**src/rtl/e203_icb_resp_slave.sv**
```systemverilog
// ICB slave responder: flop scratch memory, decode-error reporting, in-order response queue with latency.
// Optional macro E203_ICB_RESP_WMASK_EN enables per-byte write masking.
module e203_icb_resp_slave #(
    parameter int            AW      = 32,
    parameter logic [AW-1:0] BASE    = 32'h1000_0000,
    parameter int            DEPTH   = 16,
    parameter int            LATENCY = 1,
    parameter int            OUTS    = 2
) (
    input  logic          clk,
    input  logic          rst,
    input  logic          icb_cmd_valid,
    output logic          icb_cmd_ready,
    input  logic [AW-1:0] icb_cmd_addr,
    input  logic          icb_cmd_read,
    input  logic [31:0]   icb_cmd_wdata,
    input  logic [3:0]    icb_cmd_wmask,
    output logic          icb_rsp_valid,
    input  logic          icb_rsp_ready,
    output logic          icb_rsp_err,
    output logic [31:0]   icb_rsp_rdata,
    output logic          busy
);

    localparam int            IW  = (DEPTH > 1) ? $clog2(DEPTH) : 1;
    localparam int            PW  = (OUTS > 1) ? $clog2(OUTS) : 1;
    localparam int            CW  = $clog2(OUTS + 1);
    localparam logic [AW-1:0] WIN = AW'(DEPTH * 4);

    logic [31:0]   mem     [DEPTH];
    logic          q_err   [OUTS];
    logic [31:0]   q_rdata [OUTS];
    logic [3:0]    q_cnt   [OUTS];
    logic [PW-1:0] wr_ptr, rd_ptr;
    logic [CW-1:0] count;

    logic [AW-1:0] off;
    logic [IW-1:0] idx;
    logic          hit, cmd_fire, head_vld, pop, wr_en;
    logic [31:0]   rd_word;

    function automatic logic [31:0] merge_word(input logic [31:0] old_w, input logic [31:0] wd,
                                               input logic [3:0] wm);
`ifdef E203_ICB_RESP_WMASK_EN
        for (int b = 0; b < 4; b++)
            merge_word[8*b +: 8] = wm[b] ? wd[8*b +: 8] : old_w[8*b +: 8];
`else
        merge_word = (wm != 4'd0) ? wd : old_w;
`endif
    endfunction

    function automatic logic [PW-1:0] next_ptr(input logic [PW-1:0] p);
        next_ptr = (p == PW'(OUTS - 1)) ? '0 : p + PW'(1);
    endfunction

    // Offset subtraction avoids overflow of BASE+window at the top of the address space
    always_comb begin
        off      = icb_cmd_addr - BASE;
        hit      = (icb_cmd_addr >= BASE) && (off < WIN) && (icb_cmd_addr[1:0] == 2'b00);
        idx      = off[IW+1:2];
        cmd_fire = icb_cmd_valid & icb_cmd_ready;
        wr_en    = cmd_fire & hit & ~icb_cmd_read;
        rd_word  = (hit & icb_cmd_read) ? mem[idx] : 32'd0;
    end

    always_comb begin
        icb_cmd_ready = (count < CW'(OUTS));
        head_vld      = (count != '0) && (q_cnt[rd_ptr] == 4'd0);
        icb_rsp_valid = head_vld;
        icb_rsp_err   = head_vld & q_err[rd_ptr];
        icb_rsp_rdata = head_vld ? q_rdata[rd_ptr] : 32'd0;
        pop           = head_vld & icb_rsp_ready;
        busy          = (count != '0);
    end

    // Queue pointers and occupancy
    always_ff @(posedge clk) begin
        if (rst) begin
            wr_ptr <= '0;
            rd_ptr <= '0;
            count  <= '0;
        end else begin
            if (cmd_fire) wr_ptr <= next_ptr(wr_ptr);
            if (pop)      rd_ptr <= next_ptr(rd_ptr);
            count <= count + CW'(cmd_fire) - CW'(pop);
        end
    end

    // Per-entry latency countdown; a freshly pushed entry restarts at LATENCY-1
    always_ff @(posedge clk) begin
        for (int i = 0; i < OUTS; i++) begin
            if (rst)
                q_cnt[i] <= 4'd0;
            else if (cmd_fire && (wr_ptr == PW'(i)))
                q_cnt[i] <= 4'(LATENCY - 1);
            else if (q_cnt[i] != 4'd0)
                q_cnt[i] <= q_cnt[i] - 4'd1;
        end
    end

    always_ff @(posedge clk) begin
        if (cmd_fire) begin
            q_err[wr_ptr]   <= ~hit;
            q_rdata[wr_ptr] <= rd_word;
        end
    end

    // Scratch memory is architecturally cleared by reset
    always_ff @(posedge clk) begin
        if (rst) begin
            for (int i = 0; i < DEPTH; i++) mem[i] <= 32'd0;
        end else if (wr_en) begin
            mem[idx] <= merge_word(mem[idx], icb_cmd_wdata, icb_cmd_wmask);
        end
    end

endmodule

```
**config.mk**
```make
export PLATFORM = sky130hd
export DESIGN_NAME = e203_icb_resp_slave
export DESIGN_NICKNAME = d
export VERILOG_FILES = /design/src/rtl/e203_icb_resp_slave.sv
export SDC_FILE = /design/constraint.sdc
export NUM_CORES = 1
export LEC_CHECK = 0
export CORE_ASPECT_RATIO = 0.75
export CORE_MARGIN = 4
export CORE_UTILIZATION = 35
export CTS_CLUSTER_DIAMETER = 60
export DETAILED_ROUTE_END_ITERATION = 10
export GPL_TIMING_DRIVEN = 0
export HOLD_SLACK_MARGIN = 0.03
export SETUP_SLACK_MARGIN = 0.15
export SYNTH_ARGS = -nofsm -noshare
export SYNTH_HDL_FRONTEND = slang
export SYNTH_SLANG_ARGS = --single-unit
export TNS_END_PERCENT = 5
```
**constraint.sdc**
```tcl
create_clock -name clk -period 6.2 [get_ports clk]
set_clock_uncertainty 0.1 [all_clocks]
set_input_delay 0.93 -clock clk [delete_from_list [all_inputs] [get_ports clk]]
set_output_delay 0.93 -clock clk [all_outputs]
set_load 0.1 [all_outputs]
```
==> out/qor.yml, run 1 <==
slew_viol_final: 0
synth_fp_nets: 1891
synth_top_family_by_area: "multiplexers"
h-tree-depth: 2
synth_cells: 1814
end_kind: "primary output"
start_kind: "register"
grt_overflow: 0
wl_per_cell_microns: 25.5
cts_buffers: 59
status: "finished clean"
cts.sinks: 591
fin_setup_tns_ns: 0
root_buffer: "clkbuf_16"
clock_latency_ns: 0.63
p_leak_nw: 10.8
fp.dieArea_sq_um: 80800
seq_area_frac_synth_pct: 66.3
power.density_nw_per_um2: 325
holdWs_ns: 0.428
io_buffers: 105
worst_slack_ns: 0.885
hold_path_class: "reg -> reg"
synth_top_area_share_pct: 65.9
synth-edff-count: 586
yosys.area_share.simple_pct: 12.3
synth_xor_area_share_pct: 0.230
ctsResizeCount: 0
ys_top_cells_by_area: "edfxtp_1 66%, mux4_2 10%, nor2_1 8.5%"
synth_top_area_cell: "edfxtp_1"
worst-setup-path-type: "reg -> out"
ant_nets: 0
syn_area_per_cell_sq_um: 14.7
grt_util_met1_pct: 26.9
cts_tree: "yes"
vias_per_cell: 5.36
firstDrtPassIters: 7
core_sq_um: 75300
setup_viol: 0
maxCapViolCount: 0
hp-start: "rd_ptr"
min_period_ns: 5.31
cts.clk_slew.worst_paths_ns: 0.06
grt_pass1_vias: 16641
worstRegToRegCells: 7
synth_seq_cells: 591
die_h_microns: 247
top_usage_layer: "met2"
rr_startpoint: "count[1]"
post_cts_buffers: 0
dp_hpwl_mm: 53.8
use_met3_pct: 5.25
grt_setup_unrepaired: "false"
cts.path.max_buffers: 3
nets: 2075
grt_pass1_wl_mm: 113
crit_arrival_ns: 4.28
row_count: 87
grt_max_degree: 22
top_level_ports: 109
remaining_drc_errors: 0
grt_use_met2_pct: 29.6
required_ns: 5.17
cp_max_fo: 10
endpoint: "icb_rsp_rdata[19]"
synth_compound_area_share_pct: 4.14
mappedNetlistArea_sq_um: 26700
hold_buffers: 0
fin_crit_sh_pct: 85.7
drt_iter0_drc: 2088
maxClockFrequency_mhz: 188
layout-drive-gt1-share_pct: 18.0
synth.area.mux_share_pct: 13.4
totalWireLength_mm: 78.3
synthAdderAreaFrac_pct: 0.188
die_w_microns: 327
initial_core_util_pct: 35.4
vdd_ir_drop_max_uv: 270
r2r_setup_slack_ns: 2.58
final_hold_viol_count: 0
vias: 16462
gp_congestion: 0.851
synth_warnings: 0
antenna_found_initial: 2
worst_pin_slew_ns: 1.28
max-slew-margin-rel_pct: 15.0
synthDistinctLibCells: 38
async_flop_share_pct: 0
synth_flop_cell: "edfxtp_1"
syn_to_final_growth_pct: 17.8
pre_cts_ws_ns: 1.36
grt.total_usage_pct: 19.2
power.total_mw: 10.2
r2r_end: "mem[1][15]"
-- how the worst min path moves through the flow --
stage                    end  slack (ns)  depth (start not counted)
floorplan           register        0.38                          2
global placement    register        0.40                          2
detailed placement  register        0.42                          2
CTS                 register        0.44                          2
global route        register        0.49                          2
finish              register        0.43                          2
-- worst max-delay path, cell delays in order, from the launching register on --
cell and delay [ns]:
dfxtp_1 0.31, clkbuf_1 0.52, nor2_1 0.11, a22oi_1 0.21, o21bai_1 0.53, clkbuf_1 0.79
nor2_1 0.17, clkdlybuf4s50_1 1.02
-- per-stage QoR --
stage	instances	utilization [%]	cell area, sq um
after detailed placement	2960	39.1	29400
after global routing	3071	41.7	31400
final	3072	41.7	31400
after CTS	3071	41.7	31400
after global placement	2942	38.5	29000
after floorplan	1814	-	26700
-- cells by family after synthesis --
group                      Yosys count
muxes                              193
DFF                                591
buffers and inverters              159
xor gates and xnor gates             7
and+or+nand+nor                    793
adders and majority gates            4
AOI/OAI and AO/OA                   67
-- Yosys cell counts (3+ instances only) --
library cell  count
nand3_1          15
buf_6            35
clkbuf_1         88
edfxtp_1        586
dfxtp_1           5
inv_1             8
mux4_1            8
nand4_1           5
a221oi_4         32
nor2_1          601
buf_4            11
nand2b_1         49
mux2i_1          65
nor4_1            8
ha_1              4
buf_2            12
nor2b_1           5
a211oi_1         32
mux4_2          120
buf_1             3
nor2_2           31
xnor2_1           6
nand2_1          70
-- cell type report --
cell class,instances,area [sq um]
diodes,1,2.50
clock buffers,71,1560
inverters,8,30.0
well taps,1023,1280
clock inverters,40,417
multi-input cells,1064,8100
fillers,6896,43900
plain buffers,151,913
flip-flops and latches,591,17700
repair buffers,123,1430
-- sequential cells by signal (all words and copies together) (netlist names), named ones only --
register and count:
q_rdata 64, q_cnt 8, wr_ptr 1, count 2, rd_ptr 1, q_err 2, mem 512
-- metal layers --
layer  up-vias  wire length [microns]
met5         -                      0
met4         0                   2040
met3       114                   8870
met2       900                  34800
met1      8397                  32600
li1       7051                      -
-- power breakdown --
part	internal, mW	switching (mW)	total, mW
Sequential	4.61	0.0675	4.68
Clock	2.13	1.56	3.69
Combinational	0.545	1.29	1.84
-- cells in the final DEF, fill, tap and decap left out, types with 15 or more instances in the layout --
cell type        synthesis  layout
nand2b_2                 0      16
nand3_1                 15      15
nor2_2                  31      31
clkbuf_1                88      98
a211oi_1                32      32
a221oi_4                32      32
mux4_2                 120     120
nor2_1                 601     600
mux2i_1                 65      65
buf_6                   35      35
clkdlybuf4s50_1          0     105
edfxtp_1               586     586
clkbuf_16                0      61
buf_12                   1      17
nand2_1                 70      70
nand2b_1                49      33
Power figures use the tool's default switching activity.
==> inputs of run 2 (changes only) <==
--- a/config.mk
+++ b/config.mk
@@ -5,11 +5,12 @@
 export SDC_FILE = /design/constraint.sdc
 export NUM_CORES = 1
 export LEC_CHECK = 0
-export CORE_ASPECT_RATIO = 0.75
+export CORE_ASPECT_RATIO = 0.6
 export CORE_MARGIN = 4
 export CORE_UTILIZATION = 35
 export CTS_CLUSTER_DIAMETER = 60
 export DETAILED_ROUTE_END_ITERATION = 10
+export DONT_BUFFER_PORTS = 1
 export GPL_TIMING_DRIVEN = 0
 export HOLD_SLACK_MARGIN = 0.03
 export SETUP_SLACK_MARGIN = 0.15
==> out/qor.yml, run 2 (same netlist as run 1, synthesis figures left out) <==
vias_per_cell: 5.58
grt_setup_unrepaired: "false"
holdWs_ns: 0.301
cts_tree: "yes"
syn_to_final_growth_pct: 12.7
post_cts_buffers: 0
firstDrtPassIters: 5
dp_hpwl_mm: 56.6
end_kind: "primary output"
layout-drive-gt1-share_pct: 19.8
grt.total_usage_pct: 19.7
hp-start: "rst"
worst_pin_slew_ns: 1.31
whs_endpoint: "count[0]"
cp_max_fo: 10
h-tree-depth: 2
wl_per_cell_microns: 27.4
die_w_microns: 365
p_int_mw: 6.74
nets: 1963
multi_input_area_sq_um: 8180
vdd_ir_drop_max_uv: 220
most-common-layout-cells: "586 x edfxtp_1, 567 x nor2_1, 120 x mux4_2"
grt_overflow: 0
r2r_end: "mem[7][19]"
fin_crit_sh_pct: 82.2
min_path_cells: 1
largestRegisters: "mem: 512 flops, q_rdata: 64 flops, q_cnt: 8 flops"
power.density_nw_per_um2: 319
root_buffer: "clkbuf_16"
crit_arrival_ns: 4.07
p_leak_nw: 10.2
drt_iter0_drc: 2115
critical_path.cell_chain: "clkbuf_1 > a22oi_1 > o21bai_1 > clkbuf_1 > nor2_2"
grt_pass1_vias: 16345
cts.clk_slew.worst_paths_ns: 0.07
top_level_ports: 109
die_h_microns: 222
maxCapViolCount: 0
maxClockFrequency_mhz: 196
p_sw_mw: 2.86
largest_register_ffs: 512
max-slew-margin-rel_pct: 12.6
r2r_setup_slack_ns: 2.59
cts_buffers: 52
postLayoutCellArea_sq_um: 30100
antenna_found_initial: 2
slew_viol_final: 0
setup_viol: 0
place_area_sq_um: 28500
hold_buffers: 0
clock_latency_ns: 0.61
crit_path_frequent_cell: "clkbuf_1"
remaining_drc_errors: 0
fin_setup_tns_ns: 0
fp.dieArea_sq_um: 80900
required_ns: 5.17
rr_startpoint: "count[1]"
p_seq_share_pct: 48.8
initial_core_util_pct: 35.3
status: "finished clean"
worst-setup-path-type: "reg -> out"
io_buffers: 0
grt_pass1_wl_mm: 115
cts.path.max_buffers: 3
nFillCells: 6916
ant_nets: 0
worst_slack_ns: 1.10
final_hold_viol_count: 0
largest_register: "mem"
vias: 16340
cpPeakStageDelay_ns: 1.18
power.total_mw: 9.60
min_period_ns: 5.10
core_sq_um: 75500
pre_cts_ws_ns: 1.59
power_frac_clock_pct: 33.5
worstRegToRegCells: 7
p_comb_share_pct: 17.7
grt_max_degree: 27
ctsResizeCount: 0
totalWireLength_mm: 80.1
gp_congestion: 0.839
slowest_stage: "nor2_2"
hold_path_class: "in -> reg"
placedCellCount: 2832
cts.sinks: 591
start_kind: "register"
p_sw_share_pct: 29.8
postLayoutCoreUtil_pct: 39.8
final_cells: 2926
row_count: 78
regArea_sq_um: 17700
final_common_cell: "edfxtp_1"
run 2: changes by cell type in the layout (fill, tap and decap cells not counted), moves of 4 or more:
cell             delta
clkbuf_16           -8
nor2_2             +33
nor2_1             -33
clkdlybuf4s50_1   -105
clkbuf_1            -4
bufinv_16           -4
clkinv_2            -4
clkinv_1            +6
run 2: worst max path at each step:
stage / start / end / slack (ns) / cells past startpoint
2_1_floorplan: q_cnt[1][2] / icb_rsp_rdata[10] / 2.53 / 5
6_report: register / icb_rsp_rdata[20] / 1.10 / 5
4_1_cts: register / icb_rsp_rdata[20] / 0.93 / 5
3_5_place_dp: register / icb_rsp_rdata[20] / 1.59 / 5
3_3_place_gp: icb_cmd_addr[5] / mem[11][20] / 0.91 / 6
5_1_grt: register / icb_rsp_rdata[20] / 0.88 / 5
run 2: area by class of cell:
cell class	count	share of cell area, %
flip-flops and latches	591	58.8
multi-input cells	1064	27.2
clock buffers	59	4.48
well taps	1000	4.16
plain buffers	151	3.04
repair buffers	18	1.30
clock inverters	34	0.878
inverters	8	0.0998
diodes	1	0.00832
run 2: critical path, delay by kind of cell (launching register included):
family                 cells  cell delay [ns]
buffers and inverters      2             1.18
and+or+nand+nor            1             1.18
DFF                        1             0.31
AOI/OAI and AO/OA          2             0.79
run 2: layer usage:
metal  track usage (%)  part of all wire, %
met3              5.55                   12
met5                 0                0.020
met2              27.7                   42
met1              30.1                   44
met4              4.40                  2.2
run 2: power groups by stage:
| stage | Sequential, mW | Clock, mW | Combinational (mW) |
|---|---|---|---|
| 6_report | 4.68 | 3.21 | 1.70 |
| 5_1_grt | 4.70 | 3.41 | 1.79 |
| 4_1_cts | 4.68 | 3.24 | 1.72 |
| 3_5_place_dp | 4.77 | 0 | 1.72 |
| 3_3_place_gp | 4.77 | 0 | 1.59 |
| 2_1_floorplan | 4.75 | 0 | 1.27 |
==> inputs of run 3 (changes only) <==
==> constraint.sdc (replaced) <==
create_clock -name clk -period 4.2 [get_ports clk]
set_clock_uncertainty 0.1 [all_clocks]
set_input_delay 0.63 -clock clk [delete_from_list [all_inputs] [get_ports clk]]
set_output_delay 0.63 -clock clk [all_outputs]
set_load 0.1 [all_outputs]
==> out/qor.yml, run 3 (same netlist as run 1, synthesis figures left out) <==
p_sw_mw: 4.30
worst-setup-path-type: "reg -> out"
die_w_microns: 365
slowest_stage: "nor2_2"
firstDrtPassIters: 5
largestRegisters: "mem: 512 flops, q_rdata: 64 flops, q_cnt: 8 flops"
largest_register_ffs: 512
cts.sinks: 591
grt_max_degree: 27
final_hold_viol_count: 0
grt_overflow: 0
wl_per_cell_microns: 27.4
initial_core_util_pct: 35.3
worst_pin_slew_ns: 1.22
totalWireLength_mm: 80.2
row_count: 78
required_ns: 3.47
slew_viol_final: 0
p_int_mw: 9.99
p_comb_share_pct: 18.3
drt_iter0_drc: 2013
vias: 16348
final_common_cell: "edfxtp_1"
p_seq_share_pct: 48.4
cpPeakStageDelay_ns: 0.90
die_h_microns: 222
power_frac_clock_pct: 33.3
setup_viol: 0
power.density_nw_per_um2: 473
h-tree-depth: 2
cts_tree: "yes"
antenna_found_initial: 2
start_kind: "register"
vdd_ir_drop_max_uv: 325
status: "finished clean"
grt_setup_unrepaired: "true"
largest_register: "mem"
gp_congestion: 0.839
syn_to_final_growth_pct: 13.2
dp_hpwl_mm: 56.6
nets: 1964
worst_slack_ns: 0.143
post_cts_buffers: 0
p_leak_nw: 10.2
most-common-layout-cells: "586 x edfxtp_1, 567 x nor2_1, 120 x mux4_2"
top_level_ports: 109
cts_buffers: 52
clock_latency_ns: 0.61
startpoint: "q_cnt[1][2]"
end_kind: "primary output"
grt_pass1_vias: 16353
nFillCells: 6903
p_sw_share_pct: 30.1
core_sq_um: 75500
root_buffer: "clkbuf_16"
max-slew-margin-rel_pct: 18.9
cp_max_fo: 10
maxCapViolCount: 0
hp-start: "icb_cmd_wdata[26]"
cts.path.max_buffers: 3
grt.total_usage_pct: 19.7
postLayoutCoreUtil_pct: 40.0
maxClockFrequency_mhz: 247
hold_path_class: "in -> reg"
ant_nets: 0
min_period_ns: 4.06
fp.dieArea_sq_um: 80900
fin_crit_sh_pct: 96.6
critical_path.cell_chain: "nor4_1 > a22oi_1 > o21bai_2 > clkbuf_2 > nor2_2"
layout-drive-gt1-share_pct: 20.1
pre_cts_ws_ns: -0.115
rr_startpoint: "count[1]"
crit_arrival_ns: 3.33
remaining_drc_errors: 0
vias_per_cell: 5.59
io_buffers: 0
grt_pass1_wl_mm: 116
diodes: 0
cts.clk_slew.worst_paths_ns: 0.07
==> run 3: cell types whose count changed in the layout (fill, tap and decap cells not counted) <==
cell,before,now
nor2_2,64,44
nor2_4,1,21
clkbuf_1,94,89
clkbuf_2,0,3
clkbuf_4,0,1
clkdlybuf4s15_1,0,1
clkinvlp_4,1,2
diode_2,1,0
dlygate4sd3_1,0,1
inv_1,8,7
o21bai_1,1,0
o21bai_2,0,1
==> run 3: final cells by class <==
type,count,area [sq um],area share [%]
multi-input cells,1064,8290,27.4
inverters,8,33.8,0.112
well taps,1000,1250,4.14
flip-flops and latches,591,17700,58.6
clock buffers,59,1350,4.46
repair buffers,19,400,1.33
clock inverters,34,264,0.874
plain buffers,151,927,3.07
==> run 3: critical path, delay by kind of cell, from the launching register on <==
| kind | cells | cell delay [ns] |
|---|---|---|
| and+or+nand+nor | 2 | 1.34 |
| AOI/OAI and AO/OA | 2 | 0.60 |
| buffers and inverters | 1 | 0.35 |
| DFF | 1 | 0.45 |
==> run 3: stage by stage <==
stage	power [mW]	setup TNS (ns)	area [sq um]	std cells	hold slack, ns
6_report	14.3	0	30200	2926	0.191
5_1_grt	14.7	-0.221	30200	2926	0.190
4_1_cts	14.3	0	30200	2926	0.175
3_5_place_dp	9.58	-0.229	28500	2832	0.405
3_3_place_gp	9.40	-221.02	27900	2814	0.398
2_1_floorplan	8.89	0	26700	1814	0.381
==> run 3: power groups by stage <==
stage / sequential [mW] / clock [mW] / combinational (mW)
4_1_cts: 6.92 / 4.79 / 2.65
3_5_place_dp: 7.04 / 0 / 2.53
6_report: 6.91 / 4.75 / 2.62
3_3_place_gp: 7.05 / 0 / 2.35
2_1_floorplan: 7.01 / 0 / 1.87
5_1_grt: 6.94 / 5.03 / 2.76
==> run 3: repair_timing <==
item | 4_1_cts | 5_1_grt
gates resized for setup | 27 | 2
endpoints found under the hold margin | 1 | 0
endpoints found under the setup margin | 34 | 10
hold buffers | 1 | 0
pin swaps | 1 | 0
==> run 3: layer usage <==
metal	global-route usage (%)	share of wire, %	wire length [microns]	vias up
li1	-	-	-	6815
met5	0	0.020	16	-
met2	27.6	42	33400	950
met3	5.52	12	9350	113
met4	4.44	2.2	1790	2
met1	30.2	44	35600	8468
==> run 3: final timing paths <==
path	endpoint	slack, ns	cells after the start
max	icb_rsp_rdata[30]	0.14	5
min	mem[15][26]	0.19	2
max reg2reg	mem[7][19]	0.59	7
min reg2reg	register	0.41	2
